**src/rtl/router_pkg.sv**
```systemverilog
// Shared types and constants for the router packet generator.
package router_pkg;

  // Generator FSM states.
  typedef enum logic [2:0] {
    IDLE = 3'd0,
    HDR  = 3'd1,
    PAY  = 3'd2,
    PAR  = 3'd3,
    GAP  = 3'd4
  } state_t;

  // Header field layout: destination address in the low bits, then the
  // low bits of the payload length.
  localparam int ADDR_LSB = 0;
  localparam int ADDR_W   = 2;

  // Address value the router must drop; it is transmitted unchanged.
  localparam logic [ADDR_W-1:0] ADDR_INVALID = 2'b11;

endpackage

```
**src/rtl/router_parity_acc.sv**
```systemverilog
// Running XOR accumulator over the words of one packet.
// clear has priority over enable; parity is the registered XOR of all
// enabled data words since the last clear.
module router_parity_acc #(
  parameter int W = 3
) (
  input  logic         clock,
  input  logic         reset,
  input  logic         clear,
  input  logic         enable,
  input  logic [W-1:0] data,
  output logic [W-1:0] parity
);

  // Accumulate XOR of each enabled word; restart at the beginning of a packet.
  always_ff @(posedge clock or posedge reset) begin
    if (reset)       parity <= '0;
    else if (clear)  parity <= '0;
    else if (enable) parity <= parity ^ data;
  end

endmodule

```
**src/rtl/router_pkt_gen.sv**
```systemverilog
// Upstream packet source: serialises header, payload words and a trailing
// parity word onto data_in/pkt_valid, stalls on busy, counts err rising edges.
//
// Handshakes:
//   request : a request is taken on a rising edge where req_valid && req_ready;
//             req_ready is high only in IDLE, and nothing is queued otherwise.
//   router  : the word on data_in is taken on a rising edge where busy=0 in
//             HDR/PAY/PAR; while busy=1 data_in and pkt_valid hold their value.
//
// Optional build macro ROUTER_PKT_GEN_CORRUPT_EN adds input req_corrupt; when
// captured high with a request, bit 0 of that packet's parity word is inverted.
module router_pkt_gen
  import router_pkg::*;
#(
  parameter int DATA_W = 3,
  parameter int LEN_W  = 4,
  parameter int CNT_W  = 8
) (
  input  logic              clock,
  input  logic              reset,
  input  logic              req_valid,
  output logic              req_ready,
  input  logic [1:0]        req_addr,
  input  logic [LEN_W-1:0]  req_len,
  input  logic [DATA_W-1:0] req_seed,
`ifdef ROUTER_PKT_GEN_CORRUPT_EN
  input  logic              req_corrupt,
`endif
  output logic [DATA_W-1:0] data_in,
  output logic              pkt_valid,
  input  logic              busy,
  input  logic              err,
  output logic              pkt_done,
  output logic [CNT_W-1:0]  err_cnt,
  output state_t            fsm_state
);

  state_t              state;
  logic [LEN_W-1:0]    remaining;
  logic [DATA_W-1:0]   next_word;
  logic [DATA_W-1:0]   header;
  logic [DATA_W-1:0]   parity;
  logic [DATA_W-1:0]   parity_word;
  logic                corrupt_q;
  logic                err_q;
  logic                accept;
  logic                take;

  assign accept    = req_valid && (state == IDLE);
  // A header or payload word currently on data_in is consumed this edge.
  assign take      = !busy && ((state == HDR) || (state == PAY));
  assign req_ready = (state == IDLE);
  assign fsm_state = state;

  // Final parity folds in the last word, which the accumulator sees only
  // on the same edge that loads the parity word.
  assign parity_word = parity ^ data_in ^ {{(DATA_W-1){1'b0}}, corrupt_q};

  // Header word built from the live request fields, loaded on acceptance.
  always_comb begin
    header = '0;
    header[ADDR_LSB +: ADDR_W]  = req_addr;
    header[DATA_W-1:ADDR_W]     = req_len[DATA_W-3:0];
  end

`ifdef ROUTER_PKT_GEN_CORRUPT_EN
  // Capture the error-injection request together with the packet request.
  always_ff @(posedge clock or posedge reset) begin
    if (reset)       corrupt_q <= 1'b0;
    else if (accept) corrupt_q <= req_corrupt;
  end
`else
  assign corrupt_q = 1'b0;
`endif

  router_parity_acc #(.W(DATA_W)) u_parity_acc (
    .clock  (clock),
    .reset  (reset),
    .clear  (accept),
    .enable (take),
    .data   (data_in),
    .parity (parity)
  );

  // Packet FSM with registered word, valid and done outputs.
  always_ff @(posedge clock or posedge reset) begin
    if (reset) begin
      state     <= IDLE;
      data_in   <= '0;
      pkt_valid <= 1'b0;
      pkt_done  <= 1'b0;
      remaining <= '0;
      next_word <= '0;
    end else begin
      pkt_done <= 1'b0;
      case (state)
        IDLE: begin
          if (req_valid) begin
            state     <= HDR;
            data_in   <= header;
            pkt_valid <= 1'b1;
            remaining <= req_len;
            next_word <= req_seed;
          end
        end
        HDR, PAY: begin
          if (!busy) begin
            if (remaining == '0) begin
              state     <= PAR;
              data_in   <= parity_word;
              pkt_valid <= 1'b0;
            end else begin
              state     <= PAY;
              data_in   <= next_word;
              next_word <= next_word + 1'b1;
              remaining <= remaining - 1'b1;
            end
          end
        end
        PAR: begin
          if (!busy) begin
            state    <= GAP;
            data_in  <= '0;
            pkt_done <= 1'b1;
          end
        end
        GAP: begin
          state <= IDLE;
        end
        default: begin
          state     <= IDLE;
          data_in   <= '0;
          pkt_valid <= 1'b0;
        end
      endcase
    end
  end

  // Saturating count of err rising edges, active in every state.
  always_ff @(posedge clock or posedge reset) begin
    if (reset) begin
      err_q   <= 1'b0;
      err_cnt <= '0;
    end else begin
      err_q <= err;
      if (err && !err_q && (err_cnt != '1)) err_cnt <= err_cnt + 1'b1;
    end
  end

endmodule
```
**config.mk**
```make
export PLATFORM = sky130hd
export DESIGN_NAME = router_pkt_gen
export DESIGN_NICKNAME = d
export VERILOG_FILES = /design/src/rtl/router_pkg.sv /design/src/rtl/router_parity_acc.sv /design/src/rtl/router_pkt_gen.sv
export SDC_FILE = /design/constraint.sdc
export NUM_CORES = 1
export LEC_CHECK = 0
export CORE_MARGIN = 2
export CORE_UTILIZATION = 25
export CTS_CLUSTER_DIAMETER = 40
export DETAILED_ROUTE_END_ITERATION = 12
export GPL_ROUTABILITY_DRIVEN = 0
export HOLD_SLACK_MARGIN = 0.1
export PLACE_DENSITY = 0.45
export SLEW_MARGIN = 40
export SYNTH_ARGS = -nofsm -noshare
export SYNTH_HDL_FRONTEND = slang
export SYNTH_SLANG_ARGS = --single-unit
```
**constraint.sdc**
```tcl
create_clock -name clock -period 3.35 [get_ports clock]
set_input_delay 0.335 -clock clock [delete_from_list [all_inputs] [get_ports clock]]
set_output_delay 0.335 -clock clock [all_outputs]
set_load 0.1 [all_outputs]
```
# Word level (Yosys, flattened, before mapping)
# Cells that the tools add are included.
[totals]
reg_bits = 27
output_inout_bits = 17
word_cells = 68
[classes]
reduce_logical = 17
eq_ne = 10
mux = 26
bitwise = 3
addsub = 3
[op_table]
columns = ["cell", "n"]
rows = [
  ["$mux W3", 12],
  ["$mux W4", 3],
  ["$pmux W3 S4", 1],
  ["$reduce_and A4 Y1", 3],
  ["$ne A2 B2 Y1 const B", 5],
  ["$pmux W3 S3", 1],
  ["$add A8 B1 Y8 const B", 1],
  ["$ne A8 B8 Y1 const B", 1],
  ["$pmux W4 S2", 1],
  ["$eq A3 B2 Y1 const B", 2],
  ["$mux W1", 6],
  ["$pmux W3 S2", 1],
  ["$logic_and A1 B1 Y1", 4],
  ["$logic_not A4 Y1", 1],
  ["$reduce_bool A2 Y1", 2],
  ["$reduce_or A2 Y1", 2],
  ["$sub A4 B1 Y4 const B", 1],
  ["$add A3 B1 Y3 const B", 1],
  ["$eq A3 B1 Y1 const B", 1],
  ["$eq A3 B3 Y1 const B", 1],
  ["$logic_not A3 Y1", 1],
  ["$pmux W1 S3", 1],
  ["$reduce_and A3 Y1", 1],
  ["$xor A3 B3 Y3", 1],
  ["3 further kinds", 5],
]

# Longest topological paths before layout
[logic_depth]
word_depth = 5
mapped_depth = 7
mapped_depth_nobuf = 6

# Hierarchy
# A second synthesis with hierarchy kept.
[hier_totals]
hier_cells = 152
area_unflattened_um2 = 1503.9
[by_module_without_submodules]
columns = ["mod", "cells_per_inst", "seq_area_each_um2", "instances", "area_each_um2"]
rows = [
  ["router_pkt_gen", 139, 600.6, 1, 1353.8],
  ["router_parity_acc", 13, 75.1, 1, 150.1],
]

# Least setup slack after synthesis
# Ideal clock, no wire load.
[synth_path]
path_type = "reg-to-reg"
start = "register state[1] (netlist: fsm_state[1])"
end = "register data_in[1]"
path_stages_with_launch = 6
setup_time_ns = 0.069
t_arrival_ns = 3.705
n_path_buf = 1
path_slack_ns = -0.424
cell_sequence = "dfrtp_1 buf_2 nor3_1 nand2_1 o21ai_0 a22o_1"
[synth_via]
word_cells_on_any_way = 12
classes_between = "eq/ne: 7; mux: 1; bitwise: 1; reduce/logical: 3"
[synth_rtl]
columns = ["item", "line_no", "text"]
rows = [
  ["start, declared", "router_pkt_gen.sv:38", "state_t state;"],
  ["start signal, assigned", "router_pkt_gen.sv:88", "state <= IDLE;"],
  ["start signal, assigned", "router_pkt_gen.sv:99", "state <= HDR;"],
  ["start signal, assigned", "router_pkt_gen.sv:109", "state <= PAR;"],
  ["$logic_not A3 Y1 *", "-", ""],
  ["named net req_ready", "router_pkt_gen.sv:22", "output logic req_ready,"],
  ["$ne A2 B2 Y1 (no source line)", "-", ""],
  ["$reduce_and A4 Y1 (no source line)", "-", ""],
  ["end signal, assigned", "router_pkt_gen.sv:100", "data_in <= header;"],
  ["end signal, assigned", "router_pkt_gen.sv:110", "data_in <= parity_word;"],
  ["end signal, assigned", "router_pkt_gen.sv:114", "data_in <= next_word;"],
  ["end, declared", "router_pkt_gen.sv:29", "output logic [DATA_W-1:0] data_in,"],
]
# Mark *: on every way through the listed nets, which the timed path passes. The rest lies on a longest branch.
# A chain may end at the register's enable or synchronous reset.

# Worst setup path in the final report
[layout_path]
start = "register state[2] (netlist: fsm_state[2])"
end = "output port req_ready"
[layout_via]
elab_chain_cells = 1
[layout_lines]
columns = ["item", "line_no", "text"]
rows = [
  ["$logic_not A3 Y1", "router_pkt_gen.sv:52", "assign req_ready = (state == IDLE);"],
  ["end, declared", "router_pkt_gen.sv:22", ""],
]
# No other way between the ends.

==> results.json <==
{
  "relSlewSlack": 0.602,
  "max-cap-violations": 0,
  "dpl.hpwl_um": 2540,
  "path_max_fanout": 17,
  "synth-edff-count": 0,
  "synth_top_area_cell": "dfrtp_1",
  "startpoint_type": "flop",
  "synth_ff_type": "dfrtp_1",
  "synth_top_area_frac": 0.461,
  "drc": 0,
  "worstPathRequired_ns": 3.01,
  "cts_tree": "done",
  "vias_per_cell": 4.79,
  "clk_pin_slew_worst_paths_ns": 0.10,
  "min_path_type": "primary input to async pin",
  "yosys_register_bits": 27,
  "die_area_mm2": 0.00649,
  "tightest_slew_ns": 0.595,
  "synth_cells": 143,
  "track_usage": 0.113,
  "cp.arrival_ns": 1.65,
  "dr_total_vias": 1174,
  "die_h_um": 80.6,
  "setup_tns_ns": 0,
  "utilization": 0.324,
  "cts_buffers": 3,
  "postCtsSetupRepairBufs": 0,
  "cp-end-kind": "primary output",
  "syn2layout_area_growth_pct": 23.4,
  "setup_viol": 0,
  "grt_pass1_wl_um": 5780,
  "syn_area_per_cell_um2": 10.2,
  "synth_common_cells": "dfrtp_1 (27), nand2_1 (14), xnor2_1 (9), nor2_1 (8), nor3_1 (8)",
  "synth_nets": 160,
  "synth_seq_area_share": 0.461,
  "final_cell_area_mm2": 0.00181,
  "drive_gt1_frac": 0.185,
  "finClkSkew_ns": 0.00575,
  "syn_area_mm2": 0.00147,
  "h-tree-depth": 1,
  "antenna_found_initial": 0,
  "ys_types": 45,
  "critPathKind": "flop to primary output",
  "postCtsResizedCells": 0,
  "cts_root_buf": "clkbuf_8",
  "fp-row-count": 27,
  "async_reset_ff_frac": 1.00,
  "wl_per_cell_um": 14.0,
  "wl_um": 3440,
  "clock_latency_ns": 0.28,
  "overflow": 0,
  "clockBufferDepth": 2,
  "hold_violations": 0,
  "grt_setup_unrepaired": "false",
  "postPlaceCellArea_mm2": 0.00176,
  "grt_pass1_vias": 1142,
  "ant_nets": 0,
  "drv_slew": 0,
  "finalCritPeriodShare": 0.594,
  "outcome": "finished clean",
  "yosys_warnings": 0,
  "antenna_cells": 0,
  "fin_nets": 191,
  "drtIter0Drc": 63,
  "num_io_pins": 31,
  "postCtsHoldBufs": 0,
  "core_area_mm2": 0.00557,
  "clock_sinks": 27,
  "initial_core_util": 0.263,
  "synth.most_common_cell": "dfrtp_1",
  "grt_start_max_net_pins": 28,
  "synth_area_leaders": "dfrtp_1 (46%), xnor2_1 (5.4%), mux2i_1 (4.1%), nand2_1 (3.6%), a2bb2oi_1 (3.0%)",
  "dieWidth_um": 80.6,
  "io_buffers": 30,
  "fmax_mhz": 503,
  "firstDrtPassIters": 6,
  "fin_crit_ns": 1.99
}
[cells in the final DEF, fill, tap and decap left out, drive strengths merged, types with 2 or more instances in the layout]
cell	count
dfrtp	27
buf	17
nand2	14
clkdlybuf4s50	13
xnor2	9
nor2	9
nor3	8
inv	7
a21oi	7
mux2i	6
o2bb2ai	5
a2bb2oi	5
o21ai	5
and3	4
nand4	3
ha	3
clkbuf	3
nand2b	2
nor2b	2
a311oi	2
[final timing paths]
| kind | start | end | slack, ns | cells after the start |
|---|---|---|---|---|
| max | fsm_state[2]$_DFFE_PP0P_ | req_ready | 1.36 | 2 |
| max reg2reg | remaining[0]$_DFFE_PP0P_ | data_in[0]$_DFFE_PP0P_ | 1.47 | 6 |
| min | reset | next_word[0]$_DFFE_PP0P_ | 0.43 | 2 |
| max in group asynchronous | reset | pkt_done$_DFF_PP0_ | 2.54 | 2 |
| min reg2reg | pkt_valid$_DFFE_PP0P_ | pkt_valid$_DFFE_PP0P_ | 0.50 | 2 |
| min in group clock | pkt_valid$_DFFE_PP0P_ | pkt_valid$_DFFE_PP0P_ | 0.50 | 2 |
[stage by stage]
stage          worst slack (ns)  std cells  hold slack [ns]
2_1_floorplan             0.553        143            0.366
3_3_place_gp               1.26        241            0.489
3_5_place_dp               1.26        241            0.478
4_1_cts                    1.29        245            0.460
5_1_grt                    1.21        245            0.495
6_report                   1.36        245            0.428
[layer usage]
layer	track usage	wire [um]	share of wire	vias to the layer above
met4	0.0153	14	0.0041	0
met5	0	0	0	-
met3	0.0247	149	0.043	2
met2	0.193	1650	0.48	28
li1	-	-	-	579
met1	0.150	1630	0.47	565
[area by class of cell]
type / count / area (um^2)
clock buffers: 3 / 41.3
clock inverters: 1 / 5.00
fillers: 598 / 3770
inverters: 7 / 26.3
multi-input cells: 105 / 749
flip-flops and latches: 27 / 676
well taps: 72 / 90.1
repair buffers: 30 / 220
[registers in the layout, summed over array words and instances, names as in the netlist]
signal               flops
next_word                3
fsm_state                3
u_parity_acc.parity      3
err_q                    1
remaining                4
pkt_valid                1
data_in                  3
pkt_done                 1
err_cnt                  8
[cell families after synthesis]
kind of cell	count (synthesis)	share of synthesized area
and+or+nand+nor	52	0.192
AOI/OAI and AO/OA	33	0.182
DFF	27	0.461
buffers and inverters	11	0.0307
xor gates and xnor gates	10	0.0598
muxes	7	0.0487
adders and majority gates	3	0.0256
[worst max-delay path, stage by stage, from the launching register on]
cell,delay (ns)
dfrtp_1,0.60
nor3_2,0.41
buf_4,0.37
Power is left out: the tool's default activity adds up to more than one toggle a clock period on the data nets, which glitch-free logic cannot reach.
